<file path="src/rtl/deferred_step_batcher.sv">
// Batches per-core difftest step counts into valid/ready requests for the host nstep bridge,
// firing on threshold, timeout, flush or first error result, and latching a sticky result.
module deferred_step_batcher #(
    parameter int NUM_CORES       = 1,
    parameter int STEP_WIDTH      = 8,
    parameter int ACC_WIDTH       = 16,
    parameter int BATCH_THRESHOLD = 64,
    parameter int TIMEOUT_CYCLES  = 256,
    parameter int RESULT_WIDTH    = 8
) (
    input  logic                            clock,
    input  logic                            reset,
    input  logic [NUM_CORES*STEP_WIDTH-1:0] step,
    input  logic                            flush,
    input  logic                            result_valid,
    input  logic [RESULT_WIDTH-1:0]         result_data,
    output logic                            nstep_valid,
    input  logic                            nstep_ready,
    output logic [NUM_CORES*ACC_WIDTH-1:0]  nstep_count,
    output logic [RESULT_WIDTH-1:0]         simv_result,
    output logic                            acc_overflow,
    output logic                            pending
);

    localparam int TMR_W = (TIMEOUT_CYCLES < 1) ? 1 : $clog2(TIMEOUT_CYCLES + 1);
    localparam int ACC_W1 = ACC_WIDTH + 1;
    localparam logic [TMR_W-1:0]  TMR_MAX = TMR_W'(TIMEOUT_CYCLES);
    localparam logic [ACC_WIDTH:0] THR    = ACC_W1'(BATCH_THRESHOLD);

    typedef enum logic [0:0] {
        ST_IDLE = 1'b0,
        ST_PEND = 1'b1
    } state_t;

    state_t                              r_state;
    state_t                              w_state_next;
    logic [NUM_CORES-1:0][ACC_WIDTH-1:0] r_acc;
    logic [NUM_CORES-1:0][ACC_WIDTH-1:0] w_acc_next;
    logic [NUM_CORES-1:0][ACC_WIDTH-1:0] r_count;
    logic [NUM_CORES-1:0]                w_clamp;
    logic [NUM_CORES-1:0]                w_thr_hit;
    logic [TMR_W-1:0]                    r_timer;
    logic [RESULT_WIDTH-1:0]             r_result;
    logic                                r_overflow;
    logic                                r_pending;
    logic                                w_err_new;
    logic                                w_timeout;
    logic                                w_trigger;
    logic                                w_snapshot;

    // Per-core saturating accumulator; a snapshot restarts it from this cycle's step.
    generate
        for (genvar gi = 0; gi < NUM_CORES; gi++) begin : g_core
            logic [ACC_WIDTH:0] w_step_ext;
            logic [ACC_WIDTH:0] w_sum;

            assign w_step_ext     = {{(ACC_WIDTH - STEP_WIDTH + 1){1'b0}},
                                     step[gi*STEP_WIDTH +: STEP_WIDTH]};
            assign w_sum          = {1'b0, r_acc[gi]} + w_step_ext;
            assign w_clamp[gi]    = w_sum[ACC_WIDTH] && !w_snapshot;
            assign w_thr_hit[gi]  = ({1'b0, r_acc[gi]} >= THR);
            assign w_acc_next[gi] = w_snapshot       ? w_step_ext[ACC_WIDTH-1:0] :
                                    w_sum[ACC_WIDTH] ? {ACC_WIDTH{1'b1}} :
                                                       w_sum[ACC_WIDTH-1:0];
            assign nstep_count[gi*ACC_WIDTH +: ACC_WIDTH] = r_count[gi];
        end
    endgenerate

    // A result only counts as new while no nonzero result has been latched yet.
    assign w_err_new = result_valid && (result_data != '0) && (r_result == '0);
    assign w_timeout = (r_timer >= TMR_MAX);
    assign w_trigger = (|w_thr_hit) || (r_pending && (w_timeout || flush || w_err_new));

    always_comb begin
        w_state_next = r_state;
        w_snapshot   = 1'b0;
        case (r_state)
            ST_IDLE: begin
                if (w_trigger) begin
                    w_state_next = ST_PEND;
                    w_snapshot   = 1'b1;
                end
            end
            ST_PEND: begin
                if (nstep_ready) begin
                    w_state_next = ST_IDLE;
                end
            end
            default: w_state_next = ST_IDLE;
        endcase
    end

    always_ff @(posedge clock) begin
        if (reset) begin
            r_state   <= ST_IDLE;
            r_acc     <= '0;
            r_count   <= '0;
            r_pending <= 1'b0;
        end else begin
            r_state   <= w_state_next;
            r_acc     <= w_acc_next;
            r_pending <= |w_acc_next;
            if (w_snapshot) begin
                r_count <= r_acc;
            end
        end
    end

    always_ff @(posedge clock) begin
        if (reset) begin
            r_timer    <= '0;
            r_result   <= '0;
            r_overflow <= 1'b0;
        end else begin
            if (w_snapshot) begin
                r_timer <= '0;
            end else if (!w_timeout) begin
                r_timer <= r_timer + 1'b1;
            end
            if (w_err_new) begin
                r_result <= result_data;
            end
            if (|w_clamp) begin
                r_overflow <= 1'b1;
            end
        end
    end

    assign nstep_valid  = (r_state == ST_PEND);
    assign simv_result  = r_result;
    assign acc_overflow = r_overflow;
    assign pending      = r_pending;

endmodule

</file>
<file path="config.mk">
export PLATFORM = sky130hd
export DESIGN_NAME = deferred_step_batcher
export DESIGN_NICKNAME = d
export VERILOG_FILES = /design/src/rtl/deferred_step_batcher.sv
export SDC_FILE = /design/constraint.sdc
export NUM_CORES = 1
export LEC_CHECK = 0
export ABC_CLOCK_PERIOD_IN_PS = 2900
export CORE_MARGIN = 2
export CORE_UTILIZATION = 47
export DETAILED_ROUTE_END_ITERATION = 7
export PLACE_DENSITY = 0.73
export SYNTH_ARGS = -nofsm -noshare
export SYNTH_HDL_FRONTEND = slang
export SYNTH_SLANG_ARGS = --single-unit
</file>
<file path="constraint.sdc">
create_clock -name clock -period 2.9 [get_ports clock]
set_clock_uncertainty 0.05 [all_clocks]
set_input_delay 0.58 -clock clock [delete_from_list [all_inputs] [get_ports clock]]
set_output_delay 0.58 -clock clock [all_outputs]
set_load 0.02 [all_outputs]
</file>
==> metrics <==
status=finished, final reports clean; cell area after layout=3471 µm²; Yosys reg bits=52; HP Class=reg -> reg; Lkg Pwr=1.404 nW; max-cap violations=0; RePlAce Congestion=0.9340; row count=27; path type of the worst setup path=in -> reg; cell area power density=840.7 nW/µm²; Achievable Freq=360.5 MHz; Post-Synthesis Cells=292; vias in the first global route=2,271; final hold slack=0.4360 ns; register area share after synthesis=39.56%; Crit path largest cell delay=0.44 ns; routed wire length=5.788 mm; Final nets=394; slew margin rel.=72.96%; count of different cell masters after synthesis=51; Main synth FF type=dfxtp_1; Final Total Pwr=2.918 mW; FFs w/ async S/R, synth=0%; largest net degree at the start of global routing=37; core footprint=5473 µm²; Tightest Pin Transition=0.4055 ns; clock sink total=52; fin crit share=95.65%; number of synthesized flops with an enable pin=0; sequence of cells on the critical path=clkdlybuf4s50_1, buf_4, ha_1, a211oi_1, buf_4, o21ai_0, a41o_1, mux2i_1, nor4b_2, and4b_1, o21ai_1; Hold Fails Final Rpt=0; setup TNS=0 ns; clock latency on the worst-skew pair=0.30 ns; Worst Path Buf+Inv=3; Critical Path Sink Type=register; Bufs on Longest Clock Path=2; Avg WL per Cell=13.31 µm; CP most frequent cell=buf_4; CP Launch Type=input port; drt via density=5.225; Tmin final=2.774 ns; met3 GRT Util=4.886%; Port Buffers=47; RSZ-0062 raised after global routing=no; die extent in x=78.82 µm; IO Count=48; worst path required time=3.05 ns; HPWL Detailed=4.229 mm; total gr overflow=0; initial DRC count=87; Final Util=63.42%; CP top delay family=buffers and inverters; commonest non-fill, non-tap cell in the layout=dfxtp_1; # DRC=0; clk slew on worst S/H paths=0.09 ns; die area=6213 µm²; CTS tree=built; Post-CTS Hold Buffers=0; Num CTS Buffers=5; initial core utilization=48.08%; ant diodes=0; worst-path fanout max=3; met2 Usage GRT=33.16%; P&R area growth vs syn=31.91%; H-tree Lvls=2; # setup viols final=0; CTS root buf=clkbuf_8; Final ANT Viol Nets=0; Crit-path slowest cell=clkdlybuf4s50_1; peak supply drop=0.4879 mV; Pre-antenna DRT Iters=5; Slew Limit Fails=0; GRT busiest layer=met2; synthesis warning total=0; M1 GR Usage=24.89%; initial antenna violation count=0; syn avg cell area=9.011 µm²; first-pass GRT wire length=9.853 mm; Total GRT Usage=19.56%; syn nets=324; Die Ht=78.82 µm; Synth Cell Area=2631 µm²; CP arrival=2.92 ns; DR vias=2,273; layout cell share with drive strength beyond 1=16.25%; dpl cell area=3337 µm²; fillcell total=473; most frequent cells in the layout=52 x dfxtp_1, 46 x clkdlybuf4s50_1, 44 x nor2_1, 29 x a21oi_1, 29 x buf_4
[worst register-to-register path, cell delays in order (launching register included)]
cell      delay (ns)
dfxtp_1         0.33
ha_2            0.20
fa_2            0.42
a211oi_4        0.30
buf_4           0.16
nor2_1          0.05
o211ai_1        0.19
o21ai_1         0.11
a211o_1         0.30
and4b_1         0.20
o21ai_1         0.10
[through the flow]
step,cells,worst slack [ns]
final,435,0.1261
after global routing,435,0.002270
after CTS,434,0.0002904
after detailed placement,426,-0.4515
after global placement,426,-0.3755
after floorplan,292,0.05277
[metal layers]
layer  vias to the layer above  wire length (µm)
met1                      1055              2721
met2                        50              2750
met4                         0                53
met3                         4               263
met5                         -                 0
li1                       1164                 -
[cell families (layout without fill, tap and decap cells)]
logic type / count (synthesis) / count (layout) / synth area share [%]
AND/OR/NAND/NOR: 117 / 117 / 24.58
AO/OA/AOI/OAI: 54 / 54 / 12.41
flip-flops: 52 / 52 / 39.56
buffers and inverters: 21 / 92 / 4.660
multiplexers: 20 / 20 / 7.608
XOR/XNOR: 17 / 17 / 5.658
adder cells (fa/ha/maj): 11 / 11 / 5.516
[repair_timing]
action                     CTS  global route
pin swaps                    1             5
setup buffers                0             1
cloned                       0             0
resized for setup            1            11
setup endpoints to repair    9            11
[cells in the mapped netlist (2+ instances only)]
cell | number | area share, %
a211oi_1 | 2 | 0.57
a21o_1 | 2 | 0.57
a21oi_1 | 29 | 5.5
and2_1 | 3 | 0.71
and3_1 | 4 | 0.95
and4b_1 | 2 | 0.76
buf_2 | 2 | 0.38
buf_6 | 4 | 1.7
clkbuf_1 | 7 | 1.0
dfxtp_1 | 52 | 40
ha_1 | 10 | 4.8
inv_1 | 7 | 1.0
mux2i_1 | 20 | 7.6
nand2_1 | 11 | 1.6
nand3_1 | 4 | 0.76
nand4_1 | 2 | 0.48
nand4b_1 | 2 | 0.67
nor2_1 | 44 | 6.3
nor2_2 | 7 | 1.7
nor2_4 | 3 | 1.3
nor2b_1 | 5 | 1.2
nor3_1 | 8 | 1.5
nor3b_1 | 2 | 0.57
nor4_1 | 8 | 1.9
nor4b_1 | 2 | 0.67
o21ai_0 | 9 | 1.7
o21bai_1 | 2 | 0.57
xnor2_1 | 6 | 2.0
xor2_1 | 11 | 3.7
[path summary, 6_finish.rpt]
path	cells past startpoint	endpoint	slack, ns	from
max	11	pending$_SDFF_PP0_	0.13	step[1]
min	2	acc_overflow$_SDFFE_PP0P_	0.44	acc_overflow$_SDFFE_PP0P_
max reg2reg	10	pending$_SDFF_PP0_	0.42	r_acc[0]$_SDFF_PP0_
min reg2reg	2	acc_overflow$_SDFFE_PP0P_	0.44	acc_overflow$_SDFFE_PP0P_
[flip-flops by register name (all words and copies together), names as in the netlist]
| signal | flops |
|---|---|
| nstep_valid | 1 |
| acc_overflow | 1 |
| r_acc | 16 |
| r_timer | 9 |
| simv_result | 8 |
| nstep_count | 16 |
| pending | 1 |
[layout make-up]
| cell class | count | area [µm²] | share of cell area [%] |
|---|---|---|---|
| Timing Repair Buffer | 77 | 710.7 | 20.48 |
| Multi-Input combinational cell | 219 | 1513 | 43.58 |
| Clock inverter | 3 | 21.27 | 0.6128 |
| Sequential cell | 52 | 1041 | 29.99 |
| Tap cell | 72 | 90.09 | 2.596 |
| Inverter | 7 | 26.28 | 0.7570 |
| Clock buffer | 5 | 68.82 | 1.983 |
[power by group]
group          internal (mW)  total, mW  switching, mW
Combinational          0.748       1.56          0.811
Sequential             0.843      0.946          0.102
Clock                  0.172      0.413          0.241
Note: power is estimated with default switching activity, not from simulation.
